<file path="src/rtl/vector_timer.sv">
// Per-vector cycle counter: counts 0..VECTOR_PERIOD-1 while run is high and
// strobes when the settle point and the end of the vector period are reached.
module vector_timer #(
    parameter int unsigned SETTLE_CYCLES = 1,
    parameter int unsigned VECTOR_PERIOD = 10,
    localparam int unsigned CntW = $clog2(VECTOR_PERIOD)
) (
    input  logic clk,
    input  logic rst_n,
    input  logic run,
    output logic settle_hit,
    output logic period_end
);

    logic [CntW-1:0] count_q;

    // Strobes are seen in the cycle before the edge at which they take effect.
    assign settle_hit = run && (count_q == CntW'(SETTLE_CYCLES - 1));
    assign period_end = run && (count_q == CntW'(VECTOR_PERIOD - 1));

    always_ff @(posedge clk or negedge rst_n) begin
        if (!rst_n) begin
            count_q <= '0;
        end else if (!run || period_end) begin
            count_q <= '0;
        end else begin
            count_q <= count_q + CntW'(1);
        end
    end

endmodule

</file>
<file path="config.mk">
export PLATFORM = sky130hd
export DESIGN_NAME = vector_timer
export DESIGN_NICKNAME = d
export VERILOG_FILES = /design/src/rtl/vector_timer.sv
export SDC_FILE = /design/constraint.sdc
export NUM_CORES = 1
export LEC_CHECK = 0
export ABC_AREA = 1
export CAP_MARGIN = 30
export CORE_AREA = 2 2 39 41
export DETAILED_ROUTE_END_ITERATION = 8
export DIE_AREA = 0 0 41 43
export PLACE_DENSITY = 0.33
export SKIP_CTS_REPAIR_TIMING = 1
export SYNTH_ARGS = -nofsm -noshare
export SYNTH_HDL_FRONTEND = slang
export SYNTH_SLANG_ARGS = --single-unit
export TNS_END_PERCENT = 5
</file>
<file path="constraint.sdc">
create_clock -name clk -period 2.4 [get_ports clk]
set_clock_uncertainty 0.1 [all_clocks]
set_input_delay 0.48 -clock clk [delete_from_list [all_inputs] [get_ports clk]]
set_output_delay 0.48 -clock clk [all_outputs]
set_load 0.05 [all_outputs]
</file>
; ---- Yosys cells after proc, flatten, opt, wreduce, memory -nomap -nowiden
; Index checks and enable logic that the tools add are counted.
[totals]
ff_bits = 4
output_inout_bits = 2
word_cells = 9
[classes]
addsub = 1
n_eq_ne = 1
n_mux = 1
reduce_logical = 5
[ops]
columns = operator, n
row1 = "4-bit by 1-bit adder with 4-bit output, second input constant", 1
row2 = "4-bit equality test, second input constant", 1
row3 = 4-bit logical NOT, 1
row4 = 4-bit two-way mux, 1
row5 = 1-bit logical AND, 2
row6 = 1-bit logical NOT, 1
row7 = 1-bit logical OR, 1

; ---- Depth between registers and ports, before layout
; Gate-level depths: netlist of run 1.
[logic_depth]
word_depth = 4
depth_mapped = 5
mapped_depth_nobuf = 5

; ---- Worst setup path after synthesis of run 1
; Ideal clock, no wire load.
[synth_timing]
kind = flip-flop to output port
from = register count_q[0]
to = output settle_hit
arrival_time_ns = 1.692
t_required_ns = 1.820
setup_slack_ns = 0.128
stages_incl_launch_ff = 5
cell_sequence = dfrtp_1 inv_1 ha_1 nand2_1 nor3_1
[synth_via]
elab_chain_len = 2
[synth_lines]
columns = element, line
row1 = "start, declared", 15  ; logic [CntW-1:0] count_q;
row2 = "start signal, assigned", 27  ; count_q <= count_q + CntW'(1);
row3 = 4-bit logical NOT, 18  ; assign settle_hit = run && (count_q == CntW'(SETTLE_CYCLES - 1));
row4 = 1-bit logical AND, 18
row5 = "end, declared", 11  ; output logic settle_hit,
; No other way between the ends.

; ---- Worst setup path after layout of run 1
[layout_timing]
from = input run
to = output settle_hit
[layout_via]
elab_chain_len = 1
[layout_lines]
columns = element, line
row1 = "start, declared", 10  ; input logic run,
row2 = 1-bit logical AND, 18
; No other way between the ends.

==> results of run 1 <==
[Yosys cell counts]
master                    instances
sky130_fd_sc_hd__inv_1            5
sky130_fd_sc_hd__nor2_1           5
sky130_fd_sc_hd__dfrtp_1          4
sky130_fd_sc_hd__ha_1             3
sky130_fd_sc_hd__nand2_1          3
sky130_fd_sc_hd__nand2_2          2
sky130_fd_sc_hd__nand3_1          1
sky130_fd_sc_hd__nand4_1          1
sky130_fd_sc_hd__nor2_2           1
sky130_fd_sc_hd__nor3_1           1
sky130_fd_sc_hd__xnor2_1          1
[placed cells by master, fill, tap and decap left out]
master                            count
sky130_fd_sc_hd__buf_12               2
sky130_fd_sc_hd__clkbuf_4             3
sky130_fd_sc_hd__clkdlybuf4s50_1      2
sky130_fd_sc_hd__dfrtp_1              4
sky130_fd_sc_hd__ha_1                 3
sky130_fd_sc_hd__inv_1                5
sky130_fd_sc_hd__nand2_1              3
sky130_fd_sc_hd__nand2_2              2
sky130_fd_sc_hd__nand3_1              1
sky130_fd_sc_hd__nand4_1              1
sky130_fd_sc_hd__nor2_1               5
sky130_fd_sc_hd__nor2_2               1
sky130_fd_sc_hd__nor3_1               1
sky130_fd_sc_hd__xnor2_1              1
[layout make-up]
type / count / share of cell area, %
multi-input cells: 18 / 33.5
flip-flops and latches: 4 / 30.1
repair buffers: 4 / 18.0
clock buffers: 3 / 6.77
well taps: 16 / 6.02
inverters: 5 / 5.64
[power by group through the flow]
stage	clock network, W	logic (W)	registers (W)
finish	0.0000835	0.0000334	0.0000777
global route	0.0000879	0.0000386	0.0000783
CTS	0.0000848	0.0000343	0.0000777
detailed placement	0	0.0000342	0.0000786
global placement	0	0.0000340	0.0000782
floorplan	0	0.0000192	0.0000769
[path summary, 6_finish.rpt]
| path | start | end | slack, ns |
|---|---|---|---|
| setup reg to reg | count_q[0] | count_q[2] | 1.31 |
| setup / recovery | run | settle_hit | 0.31 |
| hold / removal | rst_n | count_q[2] | 0.34 |
| min in group clk | count_q[0] | count_q[0] | 0.46 |
| hold reg to reg | count_q[0] | count_q[0] | 0.46 |
| max in group asynchronous | rst_n | count_q[0] | 1.68 |
[worst max-delay path: stages]
cell	delay [ns]
sky130_fd_sc_hd__clkdlybuf4s50_1	0.51
sky130_fd_sc_hd__nand2_1	0.06
sky130_fd_sc_hd__nor3_1	0.27
sky130_fd_sc_hd__buf_12	0.18
[per-layer routing]
| layer | up-vias | routed length (microns) |
|---|---|---|
| met5 | - | 0 |
| met4 | 0 | 0 |
| met3 | 0 | 24 |
| met2 | 4 | 172 |
| met1 | 79 | 192 |
| li1 | 97 | - |
[kinds of logic (layout without fill, tap and decap cells)]
family	Yosys count	in the layout	share of synthesized area, %
adder cells (fa/ha/maj)	3	3	16.3
flip-flops	4	4	43.5
buffers and inverters	5	12	8.15
XOR/XNOR	1	1	3.81
AND/OR/NAND/NOR	14	14	28.3
[per-stage QoR]
step	worst slack, ns	total power [W]	hold WS (ns)	utilization, %	instances
2_1_floorplan	0.128	0.0000961	0.0844	-	27
3_3_place_gp	0.296	0.000112	0.446	22.4	47
3_5_place_dp	0.300	0.000113	0.457	22.4	47
4_1_cts	0.298	0.000197	0.347	24.1	50
5_1_grt	0.229	0.000205	0.355	24.1	50
6_report	0.312	0.000195	0.344	24.1	50
==> flow_summary_export.csv, run 1 <==
group,metric,value,unit
run_status,run_status,"complete, no violations",
setup_path,cp_data_required_time,1.82,ns
cells_and_area,layout-area-overhead-vs-synth,44.6,%
global_route,grt_antenna_before_repair,0,
cts,tritoncts,"done",
sta,max-slew-margin-rel,78.0,%
sta,period_share,87.0,%
setup_path,crit_arrival,1.51,ns
pwr,total_switching_power,0.0000509,W
logic_synthesis,post_synth_num_cell_types,11,
global_route,via_count_of_the_first_global_routing_pass,185,
place,dp.final_hpwl,312,microns
logic_synthesis,post_synth.cell_area_avg,8.53,sq um
cts,tritoncts_num_sinks,4,
global_route,grt_util_all_layers,5.84,%
routing,final_antenna_net_count,0,
sta,layout_min_cycle_time,2.09,ns
die,height_of_the_die,43,microns
die,die_area,0.00176,sq mm
pwr,power_frac_clock,42.9,%
routing,drt-initial-drc-count,0,
pwr,swShare,26.2,%
global_route,use_met1,5.84,%
logic_synthesis,post_synth_main_area_contributors,"sky130_fd_sc_hd__dfrtp_1 (43%), sky130_fd_sc_hd__ha_1 (16%), sky130_fd_sc_hd__inv_1 (8.2%)",
setup_path,worst-r2r-cell-count,3,
cells_and_area,nets,42,
setup_path,endpoint_kind,"output pin",
die,effective_utilization_at_floorplan,16.6,%
run,count_of_maximum_capacitance_violations,0,
place,place.gp.congestion,0.658,
pwr,leakage_power,0.163,nW
setup_path,worstSetupStartpointType,"input port",
pwr,share_comb_of_total_power,17.1,%
logic_synthesis,sequential_share_of_the_synthesized_area,43.5,%
sta,final-max-slew-violation-count,0,
cells_and_area,final_design_area_no_fill,333,sq um
cells_and_area,register_area,100,sq um
worst_hold_path,min_path_type,"in2async",
logic_synthesis,post_synth_inst_count,27,
logic_synthesis,yosysTopAreaCell,"sky130_fd_sc_hd__dfrtp_1",
cts,cts_htree_levels,1,
cts,cts-root-buf,"sky130_fd_sc_hd__clkbuf_4",
global_route,grt.overflow.total,0,
setup_path,setup.worst_path.class,"in2out",
logic_synthesis,synth_largest_type_area_fraction,43.5,%
routing,dr_total_vias,180,
global_route,grt_pass1_wl,676,microns
routing,wire_per_inst,7.78,microns
cts,cts.path.max_buffers,2,
pwr,internal_power,0.000144,W
die,design.core.area,0.00138,sq mm
pwr,p_seq_share,39.9,%
cells_and_area,biggest_regs,"count_q: 4 flops",
global_route,grtUsageMet2,8.75,%
cts,cts_inserted_buffers,3,
cells_and_area,largest_reg_flops,4,
global_route,top_usage_layer,"met2",
die,number_of_placed_i_o_pins,5,
logic_synthesis,synth.yosys.warnings,0,
sta,worstMarginPinSlew,0.328,ns
place,count_of_input_and_output_buffers,4,
global_route,grt_start_max_net_pins,7,
setup_path,critical_path.max_fanout,3,
cells_and_area,multi_input_area,111,sq um
place,placement.cell_area,310,sq um
die,fp-row-count,14,
sta,fin_tns_setup,0,ns
routing,final_routed_wirelength_across_all_metal_layers,389,microns
sta,grt_setup_unrepaired,"no",
cts,clk_latency,0.24,ns
sta,fmaxAchievable,0.479,GHz
cells_and_area,largest_register,"count_q",
routing,drtPass1Iterations,1,
sta,hold_viol_final,0,
logic_synthesis,synthesis.nets,33,
cells_and_area,filler_cell_count,148,
pwr,pwr_density_cell,585,mW/mm^2
routing,drt_drc_violations_left,0,
sta,finalSetupViolCount,0,
global_route,grt.met3_usage,6.28,%
cells_and_area,final_layout_size_suffix_gt1_share,23.5,%
pwr,ir_worst_vdd,0.000260,V
cts,clk_transition_reported_paths,0.04,ns
routing,viasPerCell,3.60,
cells_and_area,antenna_cells,0,
logic_synthesis,ys_ff_latch,4,
die,fp.dieW,41,microns
logic_synthesis,synth.cell_area,230,sq um
(Power assumes the default switching activity.)
==> run 2: changes to the inputs <==
Settings changed: CELL_PAD_IN_SITES_DETAIL_PLACEMENT set to 1, CELL_PAD_IN_SITES_GLOBAL_PLACEMENT set to 2, HOLD_SLACK_MARGIN set to 0.12, PLACE_DENSITY 0.33 to 0.49.
==> run 2 against run 1 <==
  * Via count grew 1.7%
  * Global-route usage grew 1.0 points
  * Register-to-register slack is essentially flat
  * Largest cell class unchanged
==> flow_summary_export.csv, run 2 (same netlist as run 1, synthesis figures left out) <==
group,metric,value,unit
place,count_of_input_and_output_buffers,4,
global_route,grt_start_max_net_pins,7,
global_route,via_count_of_the_first_global_routing_pass,180,
run_status,run_status,"complete, no violations",
routing,drt_drc_violations_left,0,
cells_and_area,layout.cells.most_common_list,"sky130_fd_sc_hd__inv_1 (5), sky130_fd_sc_hd__nor2_1 (5), sky130_fd_sc_hd__dfrtp_1 (4)",
setup_path,setup.worst_path.class,"in2out",
setup_path,cell_type_group_with_the_largest_total_delay_on_the_critical_path,"buffers and inverters",
pwr,leakage_power,0.163,nW
run,count_of_maximum_capacitance_violations,0,
sta,fin_tns_setup,0,ns
setup_path,worst_path_max_delay_cell,"sky130_fd_sc_hd__clkdlybuf4s50_1",
setup_path,regToRegStartpoint,"count_q[0]",
cells_and_area,final_design_area_no_fill,333,sq um
place,numPlacedInstances,47,
routing,dr_total_vias,183,
routing,final_antenna_net_count,0,
cells_and_area,largest_reg_flops,4,
sta,period_share,87.7,%
setup_path,critical_path_cell_list,"clkdlybuf4s50_1, nand2_1, nor3_1, buf_12",
cells_and_area,biggest_regs,"count_q: 4 flops",
cts,tritoncts,"done",
setup_path,max_stage_delay,0.52,ns
cts,cts_htree_levels,1,
place,dp.final_hpwl,370,microns
setup_path,critical_path_depth,4,
sta,max-slew-margin-rel,77.3,%
routing,final_routed_wirelength_across_all_metal_layers,436,microns
sta,hold_viol_final,0,
setup_path,crit_arrival,1.52,ns
cells_and_area,antenna_cells,0,
cells_and_area,instances_no_fill,50,
die,height_of_the_die,43,microns
worst_hold_path,min_path_type,"in2async",
sta,final-max-slew-violation-count,0,
cells_and_area,nets,42,
die,design.core.area,0.00138,sq mm
die,fp-row-count,14,
die,number_of_placed_i_o_pins,5,
global_route,grt.overflow.total,0,
place,placement.cell_area,310,sq um
setup_path,worst-r2r-cell-count,3,
sta,worstMarginPinSlew,0.337,ns
sta,finalSetupViolCount,0,
sta,grt_setup_unrepaired,"no",
setup_path,critical_path.max_fanout,3,
cts,cts.path.max_buffers,2,
pwr,ir_worst_vdd,0.000174,V
cts,cts-root-buf,"sky130_fd_sc_hd__clkbuf_4",
cells_and_area,filler_cell_count,161,
cells_and_area,layout-area-overhead-vs-synth,44.6,%
die,fp.dieW,41,microns
die,die_area,0.00176,sq mm
cells_and_area,final_layout_size_suffix_gt1_share,23.5,%
global_route,grt_pass1_wl,717,microns
cts,clk_transition_reported_paths,0.04,ns
sta,fmaxAchievable,0.475,GHz
setup_path,critical_path_buffer_and_inverter_count,2,
routing,drt-initial-drc-count,0,
global_route,grt_antenna_before_repair,0,
die,effective_utilization_at_floorplan,16.6,%
global_route,grt_util_all_layers,6.84,%
setup_path,endpoint_kind,"output pin",
routing,viasPerCell,3.66,
cts,tritoncts_num_sinks,4,
sta,worst_hold_slack,0.353,ns
setup_path,crit_start,"run",
place,place.gp.congestion,0.628,
sta,layout_min_cycle_time,2.10,ns
setup_path,worstSetupStartpointType,"input port",
cts,clk_latency,0.23,ns
cts,cts_inserted_buffers,3,
setup_path,cp_data_required_time,1.82,ns
routing,drtPass1Iterations,1,
pwr,pwr_density_cell,579,mW/mm^2
cells_and_area,largest_register,"count_q",
routing,wire_per_inst,8.72,microns
-- run 2: cell counts in the layout (fill, tap and decap cells not counted) --
Identical to the previous run, type by type.
-- run 2: worst paths after layout --
check	end	slack, ns
max	settle_hit	0.30
min	count_q[1]	0.35
max reg2reg	count_q[2]	1.30
min reg2reg	count_q[0]	0.45
max in group asynchronous	count_q[3]	1.68
min in group clk	count_q[0]	0.45
-- run 2: final cells by class --
type	instances	area [sq um]	area share, %
Clock buffer	3	22.5	6.77
Inverter	5	18.8	5.64
Multi-Input combinational cell	18	111	33.5
Sequential cell	4	100	30.1
Tap cell	16	20.0	6.02
Timing Repair Buffer	4	60.1	18.0
-- run 2: stage by stage --
| step | total power [W] | util, % | setup WS (ns) |
|---|---|---|---|
| global route | 0.000204 | 24.1 | 0.214 |
| CTS | 0.000201 | 24.1 | 0.287 |
| finish | 0.000193 | 24.1 | 0.296 |
| global placement | 0.000112 | 22.4 | 0.294 |
| floorplan | 0.0000961 | - | 0.128 |
| detailed placement | 0.000113 | 22.4 | 0.287 |
-- run 2: routing by layer --
layer	GRT usage (%)	vias to the layer above	wire [microns]
met5	0	-	0
met4	10.0	0	0
met3	1.57	0	18
met2	9.06	3	244
met1	6.80	82	174
li1	-	98	-
-- run 2: power breakdown --
| group | switching, W | internal (W) | total, W |
|---|---|---|---|
| Clock | 0.0000260 | 0.0000558 | 0.0000818 |
| Sequential | 0.00000548 | 0.0000719 | 0.0000774 |
| Combinational | 0.0000178 | 0.0000158 | 0.0000336 |
| Total | 0.0000492 | 0.000144 | 0.000193 |
